===== config.mk =====
export PLATFORM = sky130hd
export DESIGN_NAME = irq_pending_ctrl
export DESIGN_NICKNAME = d
export VERILOG_FILES = /design/src/rtl/irq_pkg.sv /design/src/rtl/irq_prio_sel.sv /design/src/rtl/irq_pending_ctrl.sv
export SDC_FILE = /design/constraint.sdc
export NUM_CORES = 1
export LEC_CHECK = 0
export CORE_ASPECT_RATIO = 1.2
export CORE_UTILIZATION = 52
export CTS_BUF_LIST = sky130_fd_sc_hd__clkbuf_4
export CTS_CLUSTER_DIAMETER = 100
export DETAILED_ROUTE_END_ITERATION = 10
export HOLD_SLACK_MARGIN = 0.02
export PLACE_DENSITY = 0.76
export SYNTH_ARGS = -nofsm -noshare
export SYNTH_HDL_FRONTEND = slang
export SYNTH_HIERARCHICAL = 1
export SYNTH_SLANG_ARGS = --single-unit

===== constraint.sdc =====
create_clock -name clk -period 2.6 [get_ports clk]
set_clock_uncertainty 0.15 [all_clocks]
set_input_delay 0.52 -clock clk [delete_from_list [all_inputs] [get_ports clk]]
set_output_delay 0.52 -clock clk [all_outputs]
set_load 0.05 [all_outputs]

===== src/rtl/irq_pkg.sv =====
// rtl/irq_pkg.sv - shared types and constants for the interrupt pending controller
package irq_pkg;

    localparam int NUM_IRQ     = 4;
    localparam int ID_W        = 2;
    localparam int DEF_TIMEOUT = 16;

    typedef enum logic [1:0] {
        ST_IDLE  = 2'd0,
        ST_REQ   = 2'd1,
        ST_CLEAR = 2'd2
    } irq_state_e;

endpackage


===== src/rtl/irq_prio_sel.sv =====
// rtl/irq_prio_sel.sv - picks the highest-index eligible channel
module irq_prio_sel
    import irq_pkg::*;
(
    input  logic [NUM_IRQ-1:0] eligible_i,
    output logic               any_o,
    output logic [ID_W-1:0]    sel_o
);

    // Ascending scan: the last hit is the highest index, which has priority.
    always_comb begin
        any_o = 1'b0;
        sel_o = '0;
        for (int i = 0; i < NUM_IRQ; i++) begin
            if (eligible_i[i]) begin
                any_o = 1'b1;
                sel_o = ID_W'(i);
            end
        end
    end

endmodule


===== src/rtl/irq_pending_ctrl.sv =====
// rtl/irq_pending_ctrl.sv - pending capture, masking and req/ack offer of four interrupt lines
module irq_pending_ctrl
    import irq_pkg::*;
#(
    parameter bit EDGE    = 1'b1,
    parameter int TIMEOUT = DEF_TIMEOUT,
    parameter int CW      = 8
) (
    input  logic               clk,
    input  logic               rst,
    input  logic [NUM_IRQ-1:0] irq_in,
    input  logic [NUM_IRQ-1:0] mask,
    input  logic               ack,
    output logic               irq_req,
    output logic [ID_W-1:0]    irq_id,
    output logic [NUM_IRQ-1:0] pending,
    output logic               timeout
);

    localparam logic [CW-1:0] CNT_LAST = CW'(TIMEOUT - 1);

    irq_state_e         state_q, state_d;
    logic [NUM_IRQ-1:0] pending_q, pending_d;
    logic [NUM_IRQ-1:0] irq_prev_q;
    logic [ID_W-1:0]    irq_id_q, irq_id_d;
    logic               irq_req_q, irq_req_d;
    logic               timeout_q, timeout_d;
    logic [CW-1:0]      cnt_q, cnt_d;

    logic [NUM_IRQ-1:0] set_vec;
    logic [NUM_IRQ-1:0] clr_vec;
    logic               sel_any;
    logic [ID_W-1:0]    sel_id;

    irq_prio_sel u_prio_sel (
        .eligible_i (pending_q & mask),
        .any_o      (sel_any),
        .sel_o      (sel_id)
    );

    assign set_vec = EDGE ? (irq_in & ~irq_prev_q) : irq_in;
    assign clr_vec = (state_q == ST_REQ && ack) ? (NUM_IRQ'(1) << irq_id_q) : '0;

    // A fresh set at the same edge as the clear keeps the bit pending.
    assign pending_d = set_vec | (pending_q & ~clr_vec);

    always_comb begin
        state_d   = state_q;
        irq_id_d  = irq_id_q;
        irq_req_d = irq_req_q;
        cnt_d     = cnt_q;
        timeout_d = 1'b0;
        case (state_q)
            ST_IDLE: begin
                if (sel_any) begin
                    state_d   = ST_REQ;
                    irq_id_d  = sel_id;
                    irq_req_d = 1'b1;
                    cnt_d     = '0;
                end
            end
            ST_REQ: begin
                if (ack) begin
                    state_d   = ST_CLEAR;
                    irq_req_d = 1'b0;
                end else if (cnt_q == CNT_LAST) begin
                    state_d   = ST_IDLE;
                    irq_req_d = 1'b0;
                    timeout_d = 1'b1;
                end else begin
                    cnt_d = cnt_q + 1'b1;
                end
            end
            ST_CLEAR: begin
                state_d = ST_IDLE;
            end
            default: begin
                state_d   = ST_IDLE;
                irq_req_d = 1'b0;
            end
        endcase
    end

    always_ff @(posedge clk) begin
        if (rst) begin
            state_q    <= ST_IDLE;
            pending_q  <= '0;
            irq_prev_q <= '0;
            irq_id_q   <= '0;
            irq_req_q  <= 1'b0;
            timeout_q  <= 1'b0;
            cnt_q      <= '0;
        end else begin
            state_q    <= state_d;
            pending_q  <= pending_d;
            irq_prev_q <= irq_in;
            irq_id_q   <= irq_id_d;
            irq_req_q  <= irq_req_d;
            timeout_q  <= timeout_d;
            cnt_q      <= cnt_d;
        end
    end

    assign irq_req = irq_req_q;
    assign irq_id  = irq_id_q;
    assign pending = pending_q;
    assign timeout = timeout_q;

endmodule

After elaboration in Yosys (flattened, before gate mapping)

Cells that the tools add are included.

Bitwise operators: 8
Muxes and demuxes: 21
Equality and inequality tests: 7
Add/subtract/negate cells: 1
Reductions and logical operators: 8
Shift-type cells: 1

Operator list:

| cell                                                | number |
|---|---|
| 2-to-1 mux 8 bit                                    | 3 |
| case mux 8 bit (2 select lines)                     | 1 |
| bitwise AND 4 bit                                   | 3 |
| 2-to-1 mux 2 bit                                    | 5 |
| 2-to-1 mux 1 bit                                    | 9 |
| adder 8 x 1 -> 8 bit, second input constant         | 1 |
| equality test 8 x 4 -> 1 bit, second input constant | 1 |
| inverter 4 bit                                      | 2 |
| != test 2 bit, second input constant                | 3 |
| 2-to-1 mux 4 bit                                    | 1 |
| bitwise OR 4 bit                                    | 1 |
| case mux 2 bit (2 select lines)                     | 1 |
| AND reduction 2 bit                                 | 2 |
| AND reduction 4 bit                                 | 1 |
| << shifter 1 x 2 -> 4 bit, first input constant     | 1 |
| != test 3 x 2 -> 1 bit, second input constant       | 1 |
| case mux 1 bit (3 select lines)                     | 1 |
| AND reduction 3 bit                                 | 1 |
| OR reduction 3 bit                                  | 1 |
| equality test 2 x 1 -> 1 bit, second input constant | 1 |
| equality test 2 bit, second input constant          | 1 |
| logical NOT 2 bit                                   | 1 |
| inverter 1 bit                                      | 2 |
| nonzero test 2 bit                                  | 1 |
| logical AND 1 bit                                   | 1 |

Logic and storage cells: 53
Flip-flop bits (word level): 22
Output and inout port bits: 8
Input bits: 11

Longest topological paths before layout

Gate-level depths: netlist of run 1.

Depth in word-level cells: 7
Mapped depth: 8
Depth with buffers taken out: 7

Modules after synthesis

The synthesis of run 1 kept the hierarchy.

Modules (own cells, without submodules):

| module           | area an instance (sq um) | cells each | seq. area each (sq um) | instances |
|---|---|---|---|---|
| irq_pending_ctrl | 973.4                    | 108        | 440.4                  | 1 |
| irq_prio_sel     | 23.8                     | 4          | 0.0                    | 1 |

Worst setup path before layout of run 1

OpenSTA, ideal clock, no wires.

Kind: reg-to-reg
Start: reg pending_q[3], in the netlist pending[3]
End: reg cnt_q[3]
Period minus slack after synthesis: 2.212 ns
Setup time: 0.072 ns
Stages on the path, launching flop included: 8
Data required time: 2.378 ns
Arrival time: 1.990 ns
Path slack: 0.388 ns
Path buffers: 1
Path through: dfxtp_1 -> and2_1 -> or2_1 -> or3_1 -> nor3b_1 -> clkbuf_1 -> o2111ai_1 -> mux2i_1

Cells in the longest elaborated chain, start to end: 4

RTL lines:

| element                       | line                    | text |
|---|---|---|
| from (decl)                   | irq_pending_ctrl.sv:23  | `logic [NUM_IRQ-1:0] pending_q, pending_d;` |
| from (signal assigned)        | irq_pending_ctrl.sv:95  | `pending_q <= pending_d;` |
| bitwise AND 4 bit             | irq_pending_ctrl.sv:36  | `.eligible_i (pending_q & mask),` |
| 2-to-1 mux 1 bit              | irq_prio_sel.sv:15      | `if (eligible_i[i]) begin` |
| named net sel_any             | irq_pending_ctrl.sv:32  | `logic sel_any;` |
| != test 2 bit (no line)       | -                       |  |
| AND reduction 4 bit (no line) | -                       |  |
| to (signal assigned)          | irq_pending_ctrl.sv:100 | `cnt_q <= cnt_d;` |
| to (decl)                     | irq_pending_ctrl.sv:28  | `logic [CW-1:0] cnt_q, cnt_d;` |

The timed path passes the listed nets, and every way through them passes these cells.
A chain may end at the register's enable or synchronous reset.

Worst setup path after layout of run 1

Start: in mask[2]
End: reg cnt_q[6]

Cells in the longest elaborated chain, start to end: 5

RTL lines:

| element                       | line                   | text |
|---|---|---|
| from (decl)                   | irq_pending_ctrl.sv:12 | `input logic [NUM_IRQ-1:0] mask,` |
| bitwise AND 4 bit             | irq_pending_ctrl.sv:36 |  |
| 2-to-1 mux 1 bit (2 in a row) | irq_prio_sel.sv:15     |  |
| named net sel_any             | irq_pending_ctrl.sv:32 |  |
| != test 2 bit (no line)       | -                      |  |
| AND reduction 4 bit (no line) | -                      |  |

The timed path passes the listed nets, and every way through them passes these cells.

==> results.sh, run 1 <==
export IMPL_outcome="complete, no violations"
export IMPL_critical_path_arrival_ps=2420
export IMPL_numCtsBuffers=3
export IMPL_drv_cap=0
export IMPL_place_inst=150
export IMPL_fin_ws_ps=271
export IMPL_synth_top_flop_cell="dfxtp_1"
export IMPL_io_pins=19
export IMPL_cp_slowest_stage_delay_ps=390
export IMPL_die_w_um=42.0
export IMPL_cp_top_family="simple AND/OR/NAND/NOR gates"
export IMPL_hpwl_mm=1.48
export IMPL_antenna_left=0
export IMPL_grt_use_total=0.217
export IMPL_power_mw=0.685
export IMPL_critPathCapture="cnt_q[6]"
export IMPL_crit_path_cell_trace="clkdlybuf4s50_1 > and2_1 > or2_1 > or3_1 > nor3b_2 > buf_4 > or3_1 > mux2i_1"
export IMPL_synth_most_common_cell="dfxtp_1"
export IMPL_routabilityCongestion=0.766
export IMPL_cp_slowest_cell="clkdlybuf4s50_1"
export IMPL_synth_enable_flop_cells=0
export IMPL_num_rows=17
export IMPL_wl_per_cell_um=12.7
export IMPL_reg2reg_to="cnt_q[6]"
export IMPL_cp_num_buf_inv=2
export IMPL_tightest_slew_ps=495
export IMPL_synth_cell_type_count=32
export IMPL_crit_type="in -> reg"
export IMPL_reg2reg_from="pending[3]"
export IMPL_synth_compound_area_frac=0.179
export IMPL_grt_pass1_vias=818
export IMPL_synthXorXnorAreaFrac=0
export IMPL_nets=148
export IMPL_yosys_top_cells_area="dfxtp_1, a21oi_1, nand2_1"
export IMPL_fin_util=0.686
export IMPL_synth_top_family_by_area="simple AND/OR/NAND/NOR gates"
export IMPL_avgViaCountPerCell=5.60
export IMPL_relSlewSlack=0.669
export IMPL_maxSlewViolCount=0
export IMPL_max_freq_ghz=0.429
export IMPL_reg2reg_slack_ps=530
export IMPL_synth_top_area_frac=0.442
export IMPL_worst_r2r_path_depth=7
export IMPL_clock_sinks=22
export IMPL_antenna_found_initial=0
export IMPL_synthMuxAreaShare=0.0402
export IMPL_synthAdderAreaFrac=0.0125
export IMPL_cts_max_path_buffers=2
export IMPL_fin_setup_tns_ps=0
export IMPL_ys_top_cells_by_count="dfxtp_1, a21oi_1, nand2_1"
export IMPL_syn_area_sq_um=997
export IMPL_setup_viol=0
export IMPL_cp_depth=8
export IMPL_drc_errors=0
export IMPL_diodes=0
export IMPL_powerDensity_mw_per_mm2=546
export IMPL_timing_hold_ws_ps=347
export IMPL_yosys_warnings=6
export IMPL_path_clk_slew_ps=120
export IMPL_synth_async_reset_ratio=0
export IMPL_grt_max_degree=13
export IMPL_final_cells=154
export IMPL_via_count=863
export IMPL_synth_top_area_cell="dfxtp_1"
export IMPL_drt_pre_antenna_iters=4
export IMPL_postSynthCellCount=112
export IMPL_period_share=0.896
export IMPL_core_area_sq_mm=0.00183
export IMPL_hold_path_class="reg -> reg"
export IMPL_grt_ovfl_total=0
export IMPL_pre_cts_ws_ps=-138
export IMPL_rsz0062_at_grt="no"
export IMPL_syn_nets=124
export IMPL_hold_viol=0
export IMPL_cts_root_buf="clkbuf_4"
export IMPL_crit_path_start="mask[2]"
export IMPL_grt_pass1_wl_mm=3.57
export IMPL_yosys_area_share_simple=0.300
export IMPL_crit_top_cell="or3_1"
export IMPL_ys_ff_latch=22
export IMPL_h_tree_depth=1
export IMPL_crit_fanout=9
export IMPL_cts_setup_buffers=0
export IMPL_die_area_sq_mm=0.00210
export IMPL_cts_tree="built"
export IMPL_leakage_nw=0.516
export IMPL_clk_latency_ps=310
export IMPL_worstSetupStartpointType="primary input"
export IMPL_port_buffers=18
export IMPL_end_kind="register"
export IMPL_start_util=0.545
export IMPL_postPlaceCellArea_sq_mm=0.00122
export IMPL_avgSynthCellArea_sq_um=8.90
export IMPL_wl_mm=1.95
export IMPL_final_cell_area_sq_mm=0.00125
export IMPL_seq_area_frac_synth=0.442
export IMPL_layout_min_cycle_time_ps=2330
export IMPL_die_y_um=50.0
export IMPL_worstPathRequired_ps=2690
export IMPL_ir_worst_vdd_uv=383
export IMPL_drt_initial_drc_count=16
export IMPL_area_delta_synth_final_pct=25.8
export IMPL_layout_drive_gt1_share=0.111
cell usage in the layout, fill, tap and decap left out, drive strengths merged:
cell type,Yosys,layout
or3,6,6
a31oi,1,1
or3b,2,2
nand2b,3,3
o31ai,1,1
a211oi,1,1
nor3b,1,1
a21oi,14,14
nand2,11,11
nor2b,5,5
nor3,3,3
nand3,3,3
and2,4,4
buf,1,5
ha,1,1
or2b,1,1
nor2,3,3
o2111ai,4,4
mux2i,4,4
clkinv,0,1
or2,1,1
a21o,2,2
inv,3,3
dfxtp,22,22
nor4,1,1
clkbuf,3,3
and3b,1,1
nand4,1,1
o21ai,5,5
clkdlybuf4s50,0,18
and3,4,4
metal layers:
metal | track usage | vias up | share of wire
li1 | - | 445 | -
met2 | 0.336 | 16 | 0.46
met5 | 0 | - | 0
met3 | 0.0330 | 4 | 0.027
met1 | 0.294 | 398 | 0.49
met4 | 0.0968 | 0 | 0.020
registers in the layout, indices dropped and copies added, names as in the netlist:
name / cells
irq_req: 1
cnt_q: 8
state_q: 2
irq_id: 2
pending: 4
irq_prev_q: 4
timeout: 1
what timing repair did:
| action | in CTS | in global routing |
|---|---|---|
| setup endpoints to repair | 0 | 5 |
| hold buffers | 0 | 0 |
| resized for setup | 0 | 1 |
| endpoints found under the hold margin | 0 | 0 |
how the worst min path moves through the flow:
stage | from | end | slack (ps) | depth (start not counted)
3_3_place_gp | pending[0] | pending[0] | 320 | 2
4_1_cts | irq_prev_q[1] | pending[1] | 350 | 2
6_report | pending[0] | pending[0] | 350 | 2
3_5_place_dp | irq_prev_q[1] | pending[1] | 330 | 2
2_1_floorplan | cnt_q[3] | cnt_q[3] | 300 | 2
5_1_grt | irq_prev_q[2] | pending[2] | 390 | 2
logic make-up after synthesis:
family / Yosys count
and+or+nand+nor: 50
adders and majority gates: 1
buffers and inverters: 7
muxes: 4
DFF: 22
AOI/OAI and AO/OA: 28
power by group:
| group | internal [mW] | switching [mW] | total, mW | leakage, nW |
|---|---|---|---|---|
| logic | 0.0743 | 0.0846 | 0.159 | 0.320 |
| registers | 0.354 | 0.0156 | 0.370 | 0.180 |
| clock network | 0.0561 | 0.100 | 0.156 | 0.0154 |
| total | 0.485 | 0.200 | 0.685 | 0.516 |
worst register-to-register path, cell delays in order (launching register included):
cell and delay [ps]:
dfxtp_1 350, and2_1 170, or2_1 220, or3_1 320, nor3b_2 220, buf_4 160
or3_1 300, mux2i_1 130
cell type report:
class	instances	area, sq um
Fill cell	154	574
Multi-Input combinational cell	83	536
Sequential cell	22	440
Clock buffer	3	22.5
Inverter	3	11.3
Clock inverter	1	3.75
Timing Repair Buffer	23	218
Tap cell	19	23.8
Note: power is estimated with default switching activity, not from simulation.
==> inputs of run 2 (changes only) <==
--- a/config.mk
+++ b/config.mk
@@ -6,12 +6,15 @@
 export NUM_CORES = 1
 export LEC_CHECK = 0
 export CORE_ASPECT_RATIO = 1.2
-export CORE_UTILIZATION = 52
+export CORE_MARGIN = 2
+export CORE_UTILIZATION = 55
 export CTS_BUF_LIST = sky130_fd_sc_hd__clkbuf_4
 export CTS_CLUSTER_DIAMETER = 100
 export DETAILED_ROUTE_END_ITERATION = 10
+export DONT_BUFFER_PORTS = 1
+export GPL_TIMING_DRIVEN = 0
 export HOLD_SLACK_MARGIN = 0.02
-export PLACE_DENSITY = 0.76
+export PLACE_DENSITY = 0.66
 export SYNTH_ARGS = -nofsm -noshare
 export SYNTH_HDL_FRONTEND = slang
 export SYNTH_HIERARCHICAL = 1
==> run 2 against run 1 <==
  * First-iteration DRC count fell by 25%
  * Wire length fell by 0.87%
  * Sequential power rose by 8.9%
  * Clock-buffer cell count did not move
  * Critical path type is now reg -> reg
  * Largest cell class unchanged
==> results.sh, run 2 (synthesis gave the netlist of run 1 again) <==
export IMPL_outcome="complete, no violations"
export IMPL_grtUsageMet2=0.331
export IMPL_critical_path_arrival_ps=2460
export IMPL_relSlewSlack=0.577
export IMPL_antenna_left=0
export IMPL_final_cell_area_sq_mm=0.00108
export IMPL_layout_drive_gt1_share=0.112
export IMPL_start_util=0.600
export IMPL_maxSlewViolCount=0
export IMPL_crit_type="reg -> reg"
export IMPL_power_frac_seq=0.540
export IMPL_drt_pre_antenna_iters=4
export IMPL_netSwitchingFraction=0.267
export IMPL_grt_pass1_wl_mm=3.28
export IMPL_cp_top_family="simple AND/OR/NAND/NOR gates"
export IMPL_cp_slowest_stage_delay_ps=670
export IMPL_leakage_nw=0.439
export IMPL_fillerInstances=149
export IMPL_grt_max_degree=14
export IMPL_grt_use_total=0.197
export IMPL_cts_max_path_buffers=2
export IMPL_postPlaceCellArea_sq_mm=0.00102
export IMPL_area_delta_synth_final_pct=7.90
export IMPL_worstPathRequired_ps=2660
export IMPL_power_share_clock=0.347
export IMPL_hpwl_mm=1.42
export IMPL_die_y_um=50.6
export IMPL_met1_usage=0.256
export IMPL_layout_min_cycle_time_ps=2410
export IMPL_nets=129
export IMPL_setup_viol=0
export IMPL_combPwrFrac=0.114
export IMPL_diodes=0
export IMPL_powerDensity_mw_per_mm2=694
export IMPL_rsz0062_at_grt="no"
export IMPL_die_w_um=42.9
export IMPL_reg2reg_slack_ps=190
export IMPL_path_clk_slew_ps=120
export IMPL_cp_num_buf_inv=1
export IMPL_antenna_found_initial=0
export IMPL_clock_sinks=22
export IMPL_num_rows=16
export IMPL_fin_ws_ps=190
export IMPL_via_count=817
export IMPL_end_kind="register"
export IMPL_grt_pass1_vias=770
export IMPL_routabilityCongestion=0.768
export IMPL_die_area_sq_mm=0.00217
export IMPL_wl_mm=1.93
export IMPL_wl_per_cell_um=14.4
export IMPL_timing_hold_ws_ps=187
export IMPL_holdBufCountCts=0
export IMPL_top_register="cnt_q"
export IMPL_h_tree_depth=1
export IMPL_hold_path_class="in -> reg"
export IMPL_crit_path_cell_trace="and2_1 > or3_1 > nor3b_1 > clkbuf_1 > o2111ai_1 > mux2i_1"
export IMPL_pre_cts_ws_ps=27.5
export IMPL_core_area_sq_mm=0.00166
export IMPL_final_cell_mix="dfxtp_1, a21oi_1, nand2_1"
export IMPL_cts_root_buf="clkbuf_4"
export IMPL_ir_worst_vdd_uv=500
export IMPL_multiInputGateArea_sq_um=531
export IMPL_p_sw_mw=0.199
export IMPL_cts_resized=0
export IMPL_io_pins=19
export IMPL_period_share=0.927
export IMPL_largest_register_ffs=8
export IMPL_busiest_layer="met2"
export IMPL_mostFrequentLayoutCell="dfxtp_1"
export IMPL_internal_power_mw=0.548
export IMPL_fin_setup_tns_ps=0
export IMPL_grt_ovfl_total=0
export IMPL_tightest_slew_ps=633
export IMPL_crit_fanout=10
export IMPL_max_freq_ghz=0.415
export IMPL_register_area_sq_um=444
export IMPL_hold_viol=0
export IMPL_port_buffers=0
export IMPL_drc_errors=0
export IMPL_cts_tree="built"
export IMPL_grt_use_met3=0.0216
export IMPL_numCtsBuffers=3
export IMPL_worstSetupStartpointType="register"
export IMPL_cts_setup_buffers=0
export IMPL_drt_initial_drc_count=12
export IMPL_cp_slowest_cell="dfxtp_1"
export IMPL_clk_latency_ps=310
export IMPL_drv_cap=0
export IMPL_avgViaCountPerCell=6.10
## run 2: cell count changes in the layout (fill, tap and decap cells not counted), sizes merged
cell and change:
clkinv -1, bufinv +1, buf -4, clkbuf +3, clkdlybuf4s50 -18
## run 2: worst register-to-register path: stages, from the launching register on
cell	delay, ps
dfxtp_1	670
and2_1	200
or3_1	150
nor3b_1	430
clkbuf_1	370
o2111ai_1	200
mux2i_1	150
## run 2: routing by layer
layer  up-vias  wire length [um]  share of wire
li1        408                 -              -
met1       389               901           0.47
met2        18               938           0.49
met3         2                80          0.041
met4         0                13         0.0067
met5         -                 0              0
## run 2: layout make-up
type	count	area share
buffer	4	0.0140
clock buffer	3	0.0209
multi-input combinational	83	0.493
sequential	22	0.413
clock inverter	1	0.0279
tap	18	0.0209
inverter	3	0.0105
## run 2: final timing paths
kind / startpoint / to / cells after the start
min: irq_in[3] / irq_prev_q[3] / 1
max: pending[0] / cnt_q[5] / 6
min reg2reg: cnt_q[3] / cnt_q[3] / 2
max reg2reg: pending[0] / cnt_q[5] / 6
## run 2: metrics by stage
| stage | total power, mW | std cells | utilization |
|---|---|---|---|
| after global routing | 0.776 | 134 | 0.648 |
| after global placement | 0.492 | 130 | 0.614 |
| after CTS | 0.752 | 134 | 0.645 |
| after detailed placement | 0.495 | 130 | 0.614 |
| final | 0.747 | 134 | 0.648 |
| after floorplan | 0.474 | 112 | - |
## run 2: power groups by stage
| stage | registers [mW] | clock network (mW) | logic [mW] |
|---|---|---|---|
| 2_1_floorplan | 0.406 | 0 | 0.0682 |
| 3_3_place_gp | 0.410 | 0 | 0.0823 |
| 3_5_place_dp | 0.410 | 0 | 0.0847 |
| 4_1_cts | 0.403 | 0.264 | 0.0853 |
| 5_1_grt | 0.407 | 0.272 | 0.0966 |
| 6_report | 0.403 | 0.259 | 0.0848 |
==> edit (config.mk and constraints of run 2) <==
Change the parameter `EDGE` from 1'b1 to 1'b0.
--- a/src/rtl/irq_pending_ctrl.sv
+++ b/src/rtl/irq_pending_ctrl.sv
@@ -2,7 +2,7 @@
 module irq_pending_ctrl
     import irq_pkg::*;
 #(
-    parameter bit EDGE    = 1'b1,
+    parameter bit EDGE    = 1'b0,
     parameter int TIMEOUT = DEF_TIMEOUT,
     parameter int CW      = 8
 ) (
Check against the original RTL: not equivalent (a bounded check fails within 4 cycles, from zero or initial values and one cycle with rst high).
==> edit against run 2 <==
- sequential cell count shrank 4
- design area is 16% lower
- highest routed layer unchanged
- final cell count fell by 10%
- setup slack better by 0.11 ns
- area after synthesis decreased by 14%
- first-iteration DRC count shrank 50%
- total power down 28%
- routed wire length is 16% lower
- synthesized cell count fell by 11%
- core utilization is 1.9 points lower
==> edit: results (changes against run 2) <==
stage	metric	value	unit	change
run_status	run status	finished, final reports clean		unchanged
routing	First-pass DRT Iterations	2		was 4
global_routing	first-pass GRT wire length	2570	um	was 3280 um
hold_path	sink of the worst hold path	pending[1]$_SDFF_PP0_		was irq_prev_q[3]$_SDFF_PP0_
setup_path	crit path max fanout	5		was 10
place	Final HPWL DP	1230	um	was 1420 um
clock_tree	H-tree Lvls	1		unchanged
layout	nets	117		was 129
power_and_ir_drop	Max VDD drop	0.401	mV	was 0.500 mV
setup_path	worst r2r path cells	7		was 6
yosys	mux cell area share after synthesis	0.0349		was 0.0402
yosys	Synth cell types	33		was 32
global_routing	number of global-route vias before repair	625		was 770
yosys	Commonest cells post-synth	dfxtp_1, nor2_1, a21oi_1		was dfxtp_1, a21oi_1, nand2_1
setup_path	r2r setup slk	0.30	ns	was 0.19 ns
place	Placed Instances	117		was 130
yosys	post-synthesis adder-cell area fraction	0.0146		was 0.0125
hold_path	WHS Path Cells	2		was 1
yosys	register area share after synthesis	0.419		was 0.442
setup_path	CP arrival	2.37	ns	was 2.46 ns
setup_path	worst reg2reg path startpoint	pending[3]$_SDFF_PP0_		was pending[0]$_SDFF_PP0_
clock_tree	Setup Buffers After CTS	0		unchanged
global_routing	pin count of the biggest net entering global routing	11		was 14
routing	Initial DRC Count	6		was 12
routing	final WL	1630	um	was 1930 um
layout	layout cell share with drive strength beyond 1	0.107		was 0.112
place	GPL Wtd Cong	0.702		was 0.768
routing	DR vias	695		was 817
global_routing	initial antenna violation count	0		unchanged
yosys	Synth area leaders	dfxtp_1, a21oi_1, nor2_1		was dfxtp_1, a21oi_1, nand2_1
yosys	Net Count, Synth	112		was 124
global_routing	Tot GR Track Use	0.205		was 0.197
yosys	Synth Area in Compound Gates	0.199		was 0.179
routing	vias per inst	5.79		was 6.10
setup_path	Critical R2R Capture	cnt_q[3]$_SDFFE_PP0P_		was cnt_q[5]$_SDFFE_PP0P_
sta	worst rel slew slack	0.594		was 0.577
hold_path	HP Start	irq_in[1]		was irq_in[3]
layout	FILL cells	140		was 149
place	DP Worst Slack	0.114	ns	was 0.0275 ns
yosys	Post-Synthesis Mean Instance Area	8.60	sq um	was 8.90 sq um
power_and_ir_drop	Leakage	0.340	nW	was 0.439 nW
[edit: cell count changes after synthesis, moves of 3 or more]
| cell | before | now |
|---|---|---|
| and3_1 | 4 | 1 |
| a21oi_1 | 13 | 8 |
| or3_1 | 6 | 2 |
| dfxtp_1 | 22 | 18 |
| a31oi_1 | 1 | 4 |
| nand2_1 | 11 | 4 |
| o2111ai_1 | 4 | 0 |
| inv_1 | 3 | 7 |
| nor2_1 | 3 | 10 |
[edit: worst max-delay path by stage]
stage                                       end  slack (ns)  depth (start not counted)
final                     cnt_q[3]$_SDFFE_PP0P_        0.30                          7
after global placement    cnt_q[2]$_SDFFE_PP0P_        0.14                          7
after CTS                 cnt_q[2]$_SDFFE_PP0P_        0.10                          7
after global routing      cnt_q[3]$_SDFFE_PP0P_        0.20                          7
after detailed placement  cnt_q[2]$_SDFFE_PP0P_        0.11                          7
after floorplan           cnt_q[2]$_SDFFE_PP0P_        0.37                          7
[edit: layout make-up]
type | instances | share of cell area
buffer | 1 | 0.00413
clock buffer | 3 | 0.0248
inverter | 7 | 0.0289
multi-input combinational | 74 | 0.522
sequential | 18 | 0.397
tap | 17 | 0.0234
[edit: cell families after synthesis]
| group | after synthesis |
|---|---|
| mux | 3 |
| flops | 18 |
| buf+inv | 8 |
| fa+ha+maj | 1 |
| simple gates | 44 |
| compound gates | 26 |
[edit: where the power goes]
| group | internal [mW] | leakage (nW) | switching, mW |
|---|---|---|---|
| clock network | 0.0539 | 0.0138 | 0.0872 |
| logic | 0.0293 | 0.179 | 0.0320 |
| registers | 0.288 | 0.147 | 0.0445 |
| total | 0.372 | 0.340 | 0.164 |
[edit: layer usage]
layer	share of wire	routed length, um	GRT usage
met5	0	0	0
met4	0.015	24	0.124
met3	0.036	58	0.0332
met2	0.54	872	0.355
met1	0.41	673	0.229
[edit: critical path, cell delays in order (launching register included)]
cell and delay, ns:
dfxtp_1 0.49, and2_1 0.26, or2_1 0.22, or3_1 0.33, nor3b_2 0.20, nor2_1 0.27, nand2_2 0.13, a31oi_1 0.17
[edit: metrics by stage]
step | instance area [sq um] | hold slack, ns
after floorplan | 860 | 0.288
after global placement | 881 | 0.299
after detailed placement | 881 | 0.308
after CTS | 903 | 0.185
after global routing | 908 | 0.183
final | 908 | 0.191
